==> src/rtl/serial_adder.sv <==
// Bit-serial adder: one full_adder cell, carry flop closes the loop, LSB first.
// Latency: done pulses WIDTH cycles after the accepting edge; one add per WIDTH+1 cycles.
// Backpressure: none; start is only accepted in IDLE and ignored while busy.

module full_adder (
    input  logic a,
    input  logic b,
    input  logic cin,
    output logic sum,
    output logic carry
);
    assign sum   = a ^ b ^ cin;
    assign carry = (a & b) | (a & cin) | (b & cin);
endmodule

module serial_adder #(
    parameter int WIDTH = 8
) (
    input  logic             clk,
    input  logic             rst_n,
    input  logic             start,
    input  logic [WIDTH-1:0] a,
    input  logic [WIDTH-1:0] b,
    input  logic             cin,
    output logic             busy,
    output logic             done,
    output logic [WIDTH-1:0] sum,
    output logic             cout
);
    localparam int CW = $clog2(WIDTH);
    localparam logic [CW-1:0] LAST = CW'(WIDTH - 1);

    typedef enum logic {IDLE, SHIFT} state_t;

    state_t             state_q, state_d;
    logic [WIDTH-1:0]   sh_a_q, sh_a_d;
    logic [WIDTH-1:0]   sh_b_q, sh_b_d;
    logic [WIDTH-1:0]   res_q, res_d;
    logic [WIDTH-1:0]   sum_q, sum_d;
    logic               carry_q, carry_d;
    logic               cout_q, cout_d;
    logic               done_q, done_d;
    logic [CW-1:0]      cnt_q, cnt_d;
    logic               fa_sum, fa_carry;
    logic [WIDTH-1:0]   res_shift;

    full_adder u_fa (
        .a     (sh_a_q[0]),
        .b     (sh_b_q[0]),
        .cin   (carry_q),
        .sum   (fa_sum),
        .carry (fa_carry)
    );

    // New sum bit enters at the MSB, so after WIDTH shifts bit 0 lands at the LSB.
    assign res_shift = {fa_sum, res_q[WIDTH-1:1]};

    always_comb begin
        state_d = state_q;
        sh_a_d  = sh_a_q;
        sh_b_d  = sh_b_q;
        res_d   = res_q;
        sum_d   = sum_q;
        carry_d = carry_q;
        cout_d  = cout_q;
        cnt_d   = cnt_q;
        done_d  = 1'b0;
        case (state_q)
            IDLE: begin
                if (start) begin
                    sh_a_d  = a;
                    sh_b_d  = b;
                    carry_d = cin;
                    cnt_d   = '0;
                    state_d = SHIFT;
                end
            end
            SHIFT: begin
                sh_a_d  = sh_a_q >> 1;
                sh_b_d  = sh_b_q >> 1;
                carry_d = fa_carry;
                res_d   = res_shift;
                cnt_d   = cnt_q + CW'(1);
                if (cnt_q == LAST) begin
                    state_d = IDLE;
                    sum_d   = res_shift;
                    cout_d  = fa_carry;
                    done_d  = 1'b1;
                end
            end
            default: state_d = IDLE;
        endcase
    end

    always_ff @(posedge clk or negedge rst_n) begin
        if (!rst_n) begin
            state_q <= IDLE;
            sh_a_q  <= '0;
            sh_b_q  <= '0;
            res_q   <= '0;
            sum_q   <= '0;
            carry_q <= 1'b0;
            cout_q  <= 1'b0;
            cnt_q   <= '0;
            done_q  <= 1'b0;
        end else begin
            state_q <= state_d;
            sh_a_q  <= sh_a_d;
            sh_b_q  <= sh_b_d;
            res_q   <= res_d;
            sum_q   <= sum_d;
            carry_q <= carry_d;
            cout_q  <= cout_d;
            cnt_q   <= cnt_d;
            done_q  <= done_d;
        end
    end

    assign busy = (state_q == SHIFT);
    assign done = done_q;
    assign sum  = sum_q;
    assign cout = cout_q;
endmodule

==> config.mk <==
export PLATFORM = sky130hd
export DESIGN_NAME = serial_adder
export DESIGN_NICKNAME = d
export VERILOG_FILES = /design/src/rtl/serial_adder.sv
export SDC_FILE = /design/constraint.sdc
export NUM_CORES = 1
export LEC_CHECK = 0
export BUFFER_PORTS_ARGS = -buffer_cell sky130_fd_sc_hd__buf_4
export CAP_MARGIN = 20
export CORE_MARGIN = 3
export CORE_UTILIZATION = 37
export CTS_CLUSTER_SIZE = 8
export DETAILED_ROUTE_END_ITERATION = 7
export SYNTH_ARGS = -nofsm -noshare
export SYNTH_HDL_FRONTEND = slang
export SYNTH_SLANG_ARGS = --single-unit
==> constraint.sdc <==
create_clock -name clk -period 2.59 [get_ports clk]
set_clock_uncertainty 0.1 [all_clocks]
set_input_delay 0.259 -clock clk [delete_from_list [all_inputs] [get_ports clk]]
set_output_delay 0.259 -clock clk [all_outputs]
set_load 0.03 [all_outputs]
==> results of run 1 <==
## worst max-delay path: cells and delay by family (launching register included)
kind / cells / cell delay [ns]
DFF: 1 / 0.77
buffers and inverters: 2 / 0.64
## logic make-up (layout without fill, tap and decap cells)
kind of cell	after synthesis	in the layout
AO/OA/AOI/OAI	18	18
AND/OR/NAND/NOR	19	19
multiplexers	34	34
flip-flops	38	38
adder cells (fa/ha/maj)	3	3
buffers and inverters	8	41
## worst max-delay path by stage
stage	end	slack [ns]	cells past startpoint
global route	busy	0.44	2
global placement	res_q[7]$_DFFE_PN0P_	0.87	2
detailed placement	res_q[2]$_DFFE_PN0P_	0.82	2
finish	busy	0.54	2
floorplan	cout$_DFFE_PN0P_	1.13	4
CTS	busy	0.53	2
## registers in the layout, indices dropped and copies added, names as in the netlist
register / flops
busy: 1
done: 1
carry_q: 1
sum: 8
sh_b_q: 8
cout: 1
sh_a_q: 8
cnt_q: 3
res_q: 7
## stage by stage
| step | area [um2] | hold WS (ns) | worst slack [ns] | utilization | cells |
|---|---|---|---|---|---|
| 6_report | 1992 | 0.1284 | 0.5401 | 0.4774 | 203 |
| 5_1_grt | 1992 | 0.1274 | 0.4434 | 0.4774 | 203 |
| 4_1_cts | 1992 | 0.1203 | 0.5254 | 0.4774 | 203 |
| 3_5_place_dp | 1891 | 0.1524 | 0.8166 | 0.4531 | 194 |
| 3_3_place_gp | 1891 | 0.1450 | 0.8652 | 0.4531 | 194 |
| 2_1_floorplan | 1664 | -0.1366 | 1.131 | - | 120 |
## what timing repair did
item	4_1_cts	5_1_grt
hold buffers	1	0
endpoints found under the hold margin	38	0
endpoints found under the setup margin	0	0
## area by class of cell
type | instances | area [um2]
Inverter | 1 | 3.754
Tap cell | 50 | 62.56
Sequential cell | 38 | 950.9
Timing Repair Buffer | 32 | 242.7
Multi-Input combinational cell | 74 | 640.6
Clock buffer | 7 | 86.33
Fill cell | 382 | 2181
Clock inverter | 1 | 5.005
## power by group through the flow
stage | clock network [mW] | logic, mW | registers (mW)
floorplan | 0 | 0.599 | 1.10
global placement | 0 | 0.869 | 1.03
detailed placement | 0 | 0.892 | 1.03
CTS | 0.420 | 0.893 | 1.02
global route | 0.440 | 0.961 | 1.06
finish | 0.398 | 0.882 | 1.02
## per-layer routing
layer	up-vias	routed length (um)	part of all wire	GRT usage
met2	30	1157	0.44	0.1678
met1	467	1269	0.48	0.1332
met4	0	34	0.013	0.04303
li1	484	-	-	-
met3	5	184	0.070	0.04132
met5	-	0	0	0
## cells in the mapped netlist
master / count
buf_6: 3
o21ai_0: 7
buf_2: 2
a22o_1: 2
inv_1: 1
fa_1: 1
nor2_1: 3
nand2_1: 15
buf_12: 1
mux2_2: 4
a21oi_1: 1
o21ai_1: 8
ha_1: 2
mux2i_1: 17
mux2_4: 13
clkbuf_2: 1
dfrtp_1: 38
nand2_8: 1
==> metrics.yaml, run 1 <==
outcome:
  run_status: "completed"
pwr:
  ir_worst_vdd_mv: 0.4870
  swShare: 0.3370
  p_leak_nw: 1.020
  p_int_mw: 1.525
  power.total_mw: 2.300
  p_seq_frac: 0.444
  p_comb_frac: 0.383
  p_per_area_nw_per_um2: 1155
  switchingPower_uw: 775.2
  pwr-share-clk: 0.173
routing:
  drt_pass1_iterations: 4
  num_vias: 986
  drtIter0Drc: 39
  ant_nets: 0
  wl_per_cell_um: 13.03
  drc: 0
  via_per_inst: 4.857
  drt-total-wl_mm: 2.645
yosys:
  synth_adder_area_share: 0.02707
  synth_cells: 120
  synth_top_family_by_area: "multiplexers"
  syn_nets: 143
  synth_area_leaders: "dfrtp_1 57%, mux2_4 12%, mux2i_1 10%"
  synth_compound_area_frac: 0.05865
  synth_largest_area_cell: "dfrtp_1"
  synth_cell_types: 18
  synthMuxAreaShare: 0.2466
  synth_area_per_cell_um2: 13.87
  synthXorXnorAreaFrac: 0
  ys_seq_area_frac: 0.5714
  yosysWarnings: 0
  yosys.area_share.simple: 0.05263
  ys_ff_latch: 38
  synth_top_area_frac: 0.5714
  syn-cell-area_um2: 1664
sta:
  layout_min_cycle_time_ns: 2.050
  drv_slew: 0
  tns_ns: 0
  finalCritPeriodShare: 0.7915
  rsz0062_at_grt: "no"
  finalSetupViolCount: 0
  slew_headroom: 0.5614
  hold_viol: 0
  fmax_mhz: 487.8
  worst_pin_slew_ns: 0.6579
cts:
  cts.sinks: 38
  cts_setup_buffers: 0
  clk_latency_ns: 0.28
  clk_pin_slew_ns: 0.07
  cts_buffers: 5
  cts_max_level: 2
  cts-root-buf: "clkbuf_8"
  cts_tree: "built"
  cts_resized: 0
  max-clock-path-buffers: 2
worst_hold_path:
  holdPathStages: 3
  holdPathEnd: "sh_b_q[7]$_DFFE_PN0P_"
  hold_path_class: "input port to flip-flop"
  hp-start: "b[7]"
worst_setup_path:
  r2r_slack_ns: 0.82
  timing.rr.end: "res_q[7]$_DFFE_PN0P_"
  critPathMaxFanout: 27
  crit_path_start_kind: "flip-flop"
  arrival_ns: 1.69
  crit_required_ns: 2.23
  path_class: "flip-flop to output port"
  crit_top_cell: "buf_4"
  timing.rr.start: "busy$_DFF_PN0_"
  critPathMaxStageDelay_ns: 0.77
  startpoint: "busy$_DFF_PN0_"
  endpoint_kind: "output port"
  critPathSlowestCell: "dfrtp_1"
  ff2ff_path_depth: 2
  crit_chain: "buf_4 -> buf_4"
floorplan:
  ios: 31
  initial_core_util: 0.3988
  die-area_um2: 5338
  fp-row-count: 23
  design.core.area_um2: 4173
  die_w_um: 73.07
  die_h_um: 73.07
final_layout:
  diodes: 0
  mostFrequentLayoutCell: "dfrtp_1"
  num-nets-final: 175
  layout_common_cells: "38 x dfrtp_1, 31 x buf_4, 17 x mux2i_1"
  syn2layout_area_growth_pct: 19.70
  drive_above_1_share: 0.3660
global_route:
  grt_pass1_wl_mm: 4.429
  grt_pass1_vias: 984
  grt_max_degree: 39
  grt_overflow: 0
  antenna_found_initial: 0
  track_usage: 0.1075
placement:
  hpwl_mm: 1.825
  place_congestion: 0.7133
  port_buffers: 30
flow_run:
  maxCapViolations: 0
Note: power is estimated with default switching activity, not from simulation.
==> run 2: changes to the inputs <==
==> constraint.sdc (replaced) <==
create_clock -name clk -period 2.1 [get_ports clk]
set_clock_uncertainty 0.1 [all_clocks]
set_input_delay 0.21 -clock clk [delete_from_list [all_inputs] [get_ports clk]]
set_output_delay 0.21 -clock clk [all_outputs]
set_load 0.03 [all_outputs]
==> run 2 against run 1 <==
  * Register-to-register slack worse by 0.24 ns
  * Die area did not move
  * Cell count fell by 0.99%
  * Largest cell class unchanged
  * Flip-flop and latch count stayed put
  * Global-route usage is 0.83 points higher
  * Power grew 24%
  * Setup slack lost 0.087 ns
  * Clock power grew 22%
  * Critical path type unchanged
  * Sequential power rose by 24%
==> metrics.yaml, run 2 (synthesis results as in run 1) <==
floorplan:
  die_h_um: 73.07
  die-area_um2: 5338
  die_w_um: 73.07
  fp-row-count: 23
  design.core.area_um2: 4173
  initial_core_util: 0.3988
  ios: 31
worst_setup_path:
  critPathBufInv: 1
  arrival_ns: 1.34
  endpoint_kind: "output port"
  critPathMaxFanout: 12
  crit_required_ns: 1.79
  path_class: "flip-flop to output port"
  critPathSlowestCell: "dfrtp_1"
  crit_path_start_kind: "flip-flop"
  crit_chain: "buf_4"
  path_delay_family: "flip-flops"
  critPathMaxStageDelay_ns: 0.77
global_route:
  grt_pass1_wl_mm: 4.595
  track_usage: 0.1158
  grt_util_met3: 0.05372
  antenna_found_initial: 0
  busiest_layer: "met2"
  grt_max_degree: 39
  met2_usage: 0.1857
  grt_use_met1: 0.1296
  grt_overflow: 0
  grt_pass1_vias: 1027
placement:
  hpwl_mm: 1.887
  port_buffers: 30
  place_ws_ns: 0.5700
  place_congestion: 0.6750
  dpl_cell_area_um2: 1903
  placed_cells: 194
pwr:
  p_per_area_nw_per_um2: 1434
  ir_worst_vdd_mv: 0.5159
  p_leak_nw: 1.021
  power.total_mw: 2.863
routing:
  drt-total-wl_mm: 2.705
  via_per_inst: 4.871
  wl_per_cell_um: 13.46
  num_vias: 979
  drtIter0Drc: 53
  drt_pass1_iterations: 4
  drc: 0
  ant_nets: 0
sta:
  fmax_mhz: 607.3
  finalSetupViolCount: 0
  tns_ns: 0
  hold_viol: 0
  layout_min_cycle_time_ns: 1.647
  rsz0062_at_grt: "no"
  finalCritPeriodShare: 0.7841
  fin_ws_ns: 0.4533
  drv_slew: 0
  slew_headroom: 0.5606
  worst_pin_slew_ns: 0.6591
  whs_ns: 0.06907
flow_run:
  maxCapViolations: 0
final_layout:
  syn2layout_area_growth_pct: 19.92
  fillers: 374
  drive_above_1_share: 0.3642
  fin_util: 0.4783
  finish.instance_area_um2: 1996
  num-nets-final: 175
  layout_common_cells: "38 x dfrtp_1, 30 x buf_4, 17 x mux2i_1"
  diodes: 0
  final_cell_count_no_fill: 201
  mostFrequentLayoutCell: "dfrtp_1"
outcome:
  run_status: "completed"
cts:
  cts_buffers: 5
  hold_buffers: 1
  max-clock-path-buffers: 2
  clk_latency_ns: 0.29
  cts_max_level: 2
  cts_tree: "built"
  cts-root-buf: "clkbuf_8"
  clk_pin_slew_ns: 0.07
  cts.sinks: 38
  cts_resized: 0
  cts_setup_buffers: 0
worst_hold_path:
  hold_path_class: "input port to flip-flop"
## run 2: cell count changes in the layout (fill, tap and decap cells not counted), sizes merged
cell	delta
clkbuf	-1
clkinv	-1
## run 2: routing by layer
layer  share of wire  wire length (um)  up-vias
met5               0                 0        -
met3           0.077               209        6
met4           0.021                57        0
met2            0.47              1275       30
met1            0.43              1163      469
li1                -                 -      474
## run 2: worst paths after layout
| kind | from | depth (start not counted) | to | slack [ns] |
|---|---|---|---|---|
| setup / recovery | busy$_DFF_PN0_ | 1 | busy | 0.45 |
| hold / removal | b[7] | 3 | sh_b_q[7]$_DFFE_PN0P_ | 0.07 |
| setup reg to reg | cnt_q[0]$_DFFE_PN0P_ | 4 | cout$_DFFE_PN0P_ | 0.58 |
| hold reg to reg | sh_b_q[4]$_DFFE_PN0P_ | 2 | sh_b_q[3]$_DFFE_PN0P_ | 0.38 |
| max in group asynchronous | rst_n | 2 | cnt_q[0]$_DFFE_PN0P_ | 1.25 |
| min in group asynchronous | rst_n | 2 | sum[5]$_DFFE_PN0P_ | 0.32 |
## run 2: area by class of cell
| cell class | count | area, um2 | area share |
|---|---|---|---|
| Timing Repair Buffer | 32 | 255.2 | 0.1279 |
| Clock buffer | 6 | 82.58 | 0.04138 |
| Inverter | 1 | 3.754 | 0.001881 |
| Multi-Input combinational cell | 74 | 640.6 | 0.3210 |
| Tap cell | 50 | 62.56 | 0.03135 |
| Sequential cell | 38 | 950.9 | 0.4765 |
## run 2: power by group
group	switching (mW)	total (mW)	internal (mW)
combinational	0.510	1.12	0.608
sequential	0.225	1.26	1.03
clock	0.233	0.486	0.253
